--- src/rtl/mac_seq_ctrl.sv ---
// Sequencer for the 8x8 multiply / 20-bit accumulate datapath: valid/ready intake, 3-stage
// pipeline tracking and frame hand-off. Optional early-frame flush: define MAC_SEQ_FLUSH_EN.
module mac_seq_ctrl #(
  parameter int unsigned FRAME_LEN = 4,
  parameter int unsigned CNT_W     = 5,
  parameter int unsigned FRM_W     = 8
) (
  input  logic             clk,
  input  logic             reset,
  input  logic             valid_in,
  output logic             ready_in,
  input  logic             out_ready,
`ifdef MAC_SEQ_FLUSH_EN
  input  logic             flush,
`endif
  output logic             valid_out,
  output logic             en_a,
  output logic             en_mult,
  output logic             en_f,
  output logic             clr_f,
  output logic             busy,
  output logic [FRM_W-1:0] frame_cnt
);

  typedef enum logic [1:0] {StIdle, StRun, StDrain, StHold} state_e;

  localparam logic [CNT_W-1:0] FrameLen = CNT_W'(FRAME_LEN);

  state_e           state_q, state_d;
  logic [CNT_W-1:0] in_cnt_q, in_cnt_d, in_cnt_inc;
  logic [CNT_W-1:0] acc_cnt_q, acc_cnt_d, acc_cnt_inc;
  logic [CNT_W-1:0] target;
  logic [FRM_W-1:0] frame_cnt_q, frame_cnt_d;
  logic             v1_q, v2_q;
  logic             accept;

`ifdef MAC_SEQ_FLUSH_EN
  // Products expected in the current frame; shortened by a flush.
  logic [CNT_W-1:0] target_q, target_d;
  assign target = target_q;
`else
  assign target = FrameLen;
`endif

  // Gated by reset so no sample is taken while the block is held in reset.
  assign ready_in    = reset && ((state_q == StIdle) || (state_q == StRun)) &&
                       (in_cnt_q < FrameLen);
  assign accept      = valid_in && ready_in;
  assign in_cnt_inc  = in_cnt_q + CNT_W'(accept);
  assign acc_cnt_inc = acc_cnt_q + CNT_W'(v2_q);

  always_comb begin
    state_d     = state_q;
    in_cnt_d    = in_cnt_inc;
    acc_cnt_d   = acc_cnt_inc;
    frame_cnt_d = frame_cnt_q;
`ifdef MAC_SEQ_FLUSH_EN
    target_d    = target_q;
`endif
    unique case (state_q)
      StIdle: begin
        if (accept) begin
          state_d = (in_cnt_inc == target) ? StDrain : StRun;
        end
      end
      StRun: begin
        if (in_cnt_inc == target) begin
          state_d = StDrain;
`ifdef MAC_SEQ_FLUSH_EN
        end else if (flush && (in_cnt_inc != '0)) begin
          state_d  = StDrain;
          target_d = in_cnt_inc;
`endif
        end
      end
      StDrain: begin
        // Compare against the post-update count so a flush after the pipeline has emptied
        // still terminates.
        if (acc_cnt_inc == target) begin
          state_d = StHold;
        end
      end
      StHold: begin
        if (out_ready) begin
          state_d     = StIdle;
          in_cnt_d    = '0;
          acc_cnt_d   = '0;
          frame_cnt_d = frame_cnt_q + FRM_W'(1);
`ifdef MAC_SEQ_FLUSH_EN
          target_d    = FrameLen;
`endif
        end
      end
      default: state_d = StIdle;
    endcase
  end

  always_ff @(posedge clk or negedge reset) begin
    if (!reset) begin
      state_q     <= StIdle;
      in_cnt_q    <= '0;
      acc_cnt_q   <= '0;
      frame_cnt_q <= '0;
      v1_q        <= 1'b0;
      v2_q        <= 1'b0;
`ifdef MAC_SEQ_FLUSH_EN
      target_q    <= FrameLen;
`endif
    end else begin
      state_q     <= state_d;
      in_cnt_q    <= in_cnt_d;
      acc_cnt_q   <= acc_cnt_d;
      frame_cnt_q <= frame_cnt_d;
      v1_q        <= accept;
      v2_q        <= v1_q;
`ifdef MAC_SEQ_FLUSH_EN
      target_q    <= target_d;
`endif
    end
  end

  assign en_a      = accept;
  assign en_mult   = v1_q;
  assign en_f      = v2_q;
  // First product of a frame overwrites the accumulator.
  assign clr_f     = v2_q && (acc_cnt_q == '0);
  assign valid_out = (state_q == StHold);
  assign busy      = (state_q != StIdle);
  assign frame_cnt = frame_cnt_q;

endmodule

--- config.mk ---
export PLATFORM = sky130hd
export DESIGN_NAME = mac_seq_ctrl
export DESIGN_NICKNAME = d
export VERILOG_FILES = /design/src/rtl/mac_seq_ctrl.sv
export SDC_FILE = /design/constraint.sdc
export NUM_CORES = 1
export LEC_CHECK = 0
export CAP_MARGIN = 25
export CORE_ASPECT_RATIO = 1.1
export CORE_MARGIN = 2
export CORE_UTILIZATION = 51
export DETAILED_ROUTE_END_ITERATION = 16
export PLACE_DENSITY = 0.77
export SLEW_MARGIN = 20
export SYNTH_ARGS = -nofsm -noshare
export SYNTH_HDL_FRONTEND = slang
export SYNTH_SLANG_ARGS = --single-unit
--- constraint.sdc ---
create_clock -name clk -period 3.6 [get_ports clk]
set_clock_uncertainty 0.15 [all_clocks]
set_input_delay 0.72 -clock clk [delete_from_list [all_inputs] [get_ports clk]]
set_output_delay 0.72 -clock clk [all_outputs]
set_load 0.005 [all_outputs]
==> out/metrics.csv <==
stage;metric;value;unit
status;status;completed;
sta;grt_setup_unrepaired;false;
routing;ant_nets;0;
global_routing;grt_remaining_overflow;0;
worst_setup_path;cp.arrival;3350;ps
die;start_util;0.524;
global_routing;grt_use_met3;0.0306;
sta;tns;0;ps
layout;drive_above_1_share;0.125;
synth;synth-seq-cells;22;
worst_setup_path;worst_path_most_repeated_cell;ha_1;
synth;seq_area_frac_synth;0.476;
power;power_density;689;mW/mm^2
sta;setup_violations;0;
sta;tightest_slew;321;ps
placement;dp_hpwl;1.59;mm
routing;wl_per_cell;13.4;um
synth;synth_ff_type;dfrtp_1;
synth;synthTopCellsByArea;dfrtp_1, ha_1, xnor2_1;
worst_setup_path;critPathLaunchType;input pin;
global_routing;grt_use_met2;0.318;
sta;period_needed;3300;ps
placement;dp_cells;154;
synth;netlist_instances;104;
clocking;post_cts_buffers;0;
die;design.core.area;0.00221;sq mm
layout;layout_common_cells;dfrtp_1, clkdlybuf4s50_1, ha_1;
clocking;cts_tree;done;
synth;synthDistinctLibCells;30;
global_routing;top_usage_layer;met2;
die;ios;19;
routing;drt-initial-drc-count;9;
routing;via_per_inst;5.21;
layout;insertedDiodeCount;0;
sta;finalCritPeriodShare;0.915;
placement;dpl_cell_area;0.00139;sq mm
worst_setup_path;rr_worst_depth;11;
worst_setup_path;critPathSlowestCell;clkdlybuf4s50_1;
sta;final_hold_viol_count;0;
global_routing;antenna_found_initial;0;
global_routing;grt_first_pass_wirelength;3.62;mm
hold_path;hold_path_depth;0;
synth;synth_top_area_frac;0.476;
hold_path;min_path_type;reg -> reg;
layout;synthToLayoutAreaGrowth;23.5;%
synth;yosysTopAreaCell;dfrtp_1;
die;die-area;0.00266;sq mm
worst_setup_path;max_stage_delay;500;ps
global_routing;grt_max_degree;23;
routing;first_pass_iters;3;
sta;drv_slew;0;
routing;drt_drc_violations_left;0;
flow_run;max_cap_viol_count;0;
layout;nets;143;
placement;gp_congestion;0.744;
layout;finalNonFillerCells;158;
die;fp-row-count;18;
synth;syn_area_per_cell;11.1;sq um
worst_setup_path;setup.worst_path.class;in -> reg;
synth;synthArstFlopShare;1.00;
clocking;clk_pin_slew;120;ps
worst_setup_path;worstPathRequired;3650;ps
placement;portBuffers;18;
synth;synth_edf_count;0;
clocking;cts-resized-gates;0;
global_routing;grt_pass1_vias;856;
clocking;h-tree-depth;1;
worst_setup_path;cp_cell_sequence;clkdlybuf4s50_1, nor4b_2, o21a_1, and2_1, ha_1, ha_1, or3_1, or3_4, o21ai_2, nand3_1, and3b_1;
layout;fin_util;0.647;
clocking;clockBufferDepth;2;
clocking;clock_latency;300;ps
routing;vias;823;
die;die_w;49.4;um
global_routing;met1_usage;0.228;
synth;netlist_area;0.00116;sq mm
synth;synth_nets;118;
layout;fin_area;0.00143;sq mm
layout;final_common_cell;dfrtp_1;
global_routing;grtUsageTotal;0.181;
synth;yosys_warnings;0;
die;die_y;53.9;um
sta;clock.fmax;0.303;GHz
worst_setup_path;endpoint_kind;flip-flop;
clocking;ctsRootBufferMaster;clkbuf_4;
clocking;cts_num_sinks;22;
clocking;numCtsBuffers;3;
worst_setup_path;critPathMaxFanout;3;
power;ir_drop;379;uV
clocking;cts_hold_buf;0;
routing;routed_wl;2.12;mm
sta;slew_headroom;0.784;
power;p_leak;0.651;nW
==> cells in the mapped netlist (all sizes together) (2+ instances only) <==
master	n
nand4	3
a21oi	2
xor2	5
nor2	8
o21a	2
dfrtp	22
or3	2
nand2b	2
ha	10
nand3	6
o21ai	2
o211ai	2
xnor2	7
inv	4
nand2	8
and2	8
==> final timing paths <==
check	start	endpoint	slack, ps
worst max-delay path	reset	state_q[0]	300
worst max register to register	state_q[0]	state_q[0]	600
worst min register to register	en_mult	en_f	250
worst min-delay path	en_mult	en_f	250
min in group asynchronous	reset	frame_cnt[0]	670
max in group asynchronous	reset	frame_cnt[5]	2410
==> kinds of logic (layout without fill, tap and decap cells) <==
logic type / after synthesis / count (layout) / share of synthesized area
AOI/OAI and AO/OA: 12 / 12 / 0.0985
adders and majority gates: 10 / 10 / 0.108
and+or+nand+nor: 43 / 43 / 0.209
buffers and inverters: 5 / 29 / 0.0173
DFF: 22 / 22 / 0.476
xor gates and xnor gates: 12 / 12 / 0.0909
==> flip-flops by register name, indices dropped and copies added, names as in the netlist <==
name       cells
frame_cnt      8
acc_cnt_q      5
in_cnt_q       5
state_q        2
en_f           1
en_mult        1
==> through the flow <==
| stage | setup slack (ps) | power (W) | hold WS (ps) |
|---|---|---|---|
| floorplan | 571 | 0.000676 | 226 |
| global placement | 92.1 | 0.000842 | 223 |
| detailed placement | -2.60 | 0.000856 | 226 |
| CTS | 307 | 0.000994 | 255 |
| global route | 184 | 0.00106 | 260 |
| finish | 304 | 0.000983 | 249 |
==> critical path: cells and delay by family <==
family,cells,cell delay (ps)
AO/OA/AOI/OAI,2,270
AND/OR/NAND/NOR,6,1430
buffers and inverters,1,500
adder cells (fa/ha/maj),2,440
==> metal layers <==
layer / part of all wire / wire length, um / up-vias
met4: 0.0094 / 20 / 0
met2: 0.46 / 977 / 15
met5: 0 / 0 / -
met3: 0.034 / 72 / 2
li1: - / - / 407
met1: 0.50 / 1050 / 399
==> area by class of cell <==
type,count,area (sq um)
Sequential cell,22,551
Timing Repair Buffer,21,203
Clock buffer,4,36.3
Tap cell,30,37.5
Fill cell,191,779
Inverter,4,15.0
Multi-Input combinational cell,77,586
==> power by group <==
group | switching [W] | internal (W) | total (W) | leakage (nW)
clock network | 0.0000709 | 0.0000616 | 0.000133 | 0.0210
logic | 0.000208 | 0.000249 | 0.000457 | 0.339
registers | 0.0000721 | 0.000321 | 0.000393 | 0.291
total | 0.000351 | 0.000631 | 0.000983 | 0.651
Power figures use the tool's default switching activity.
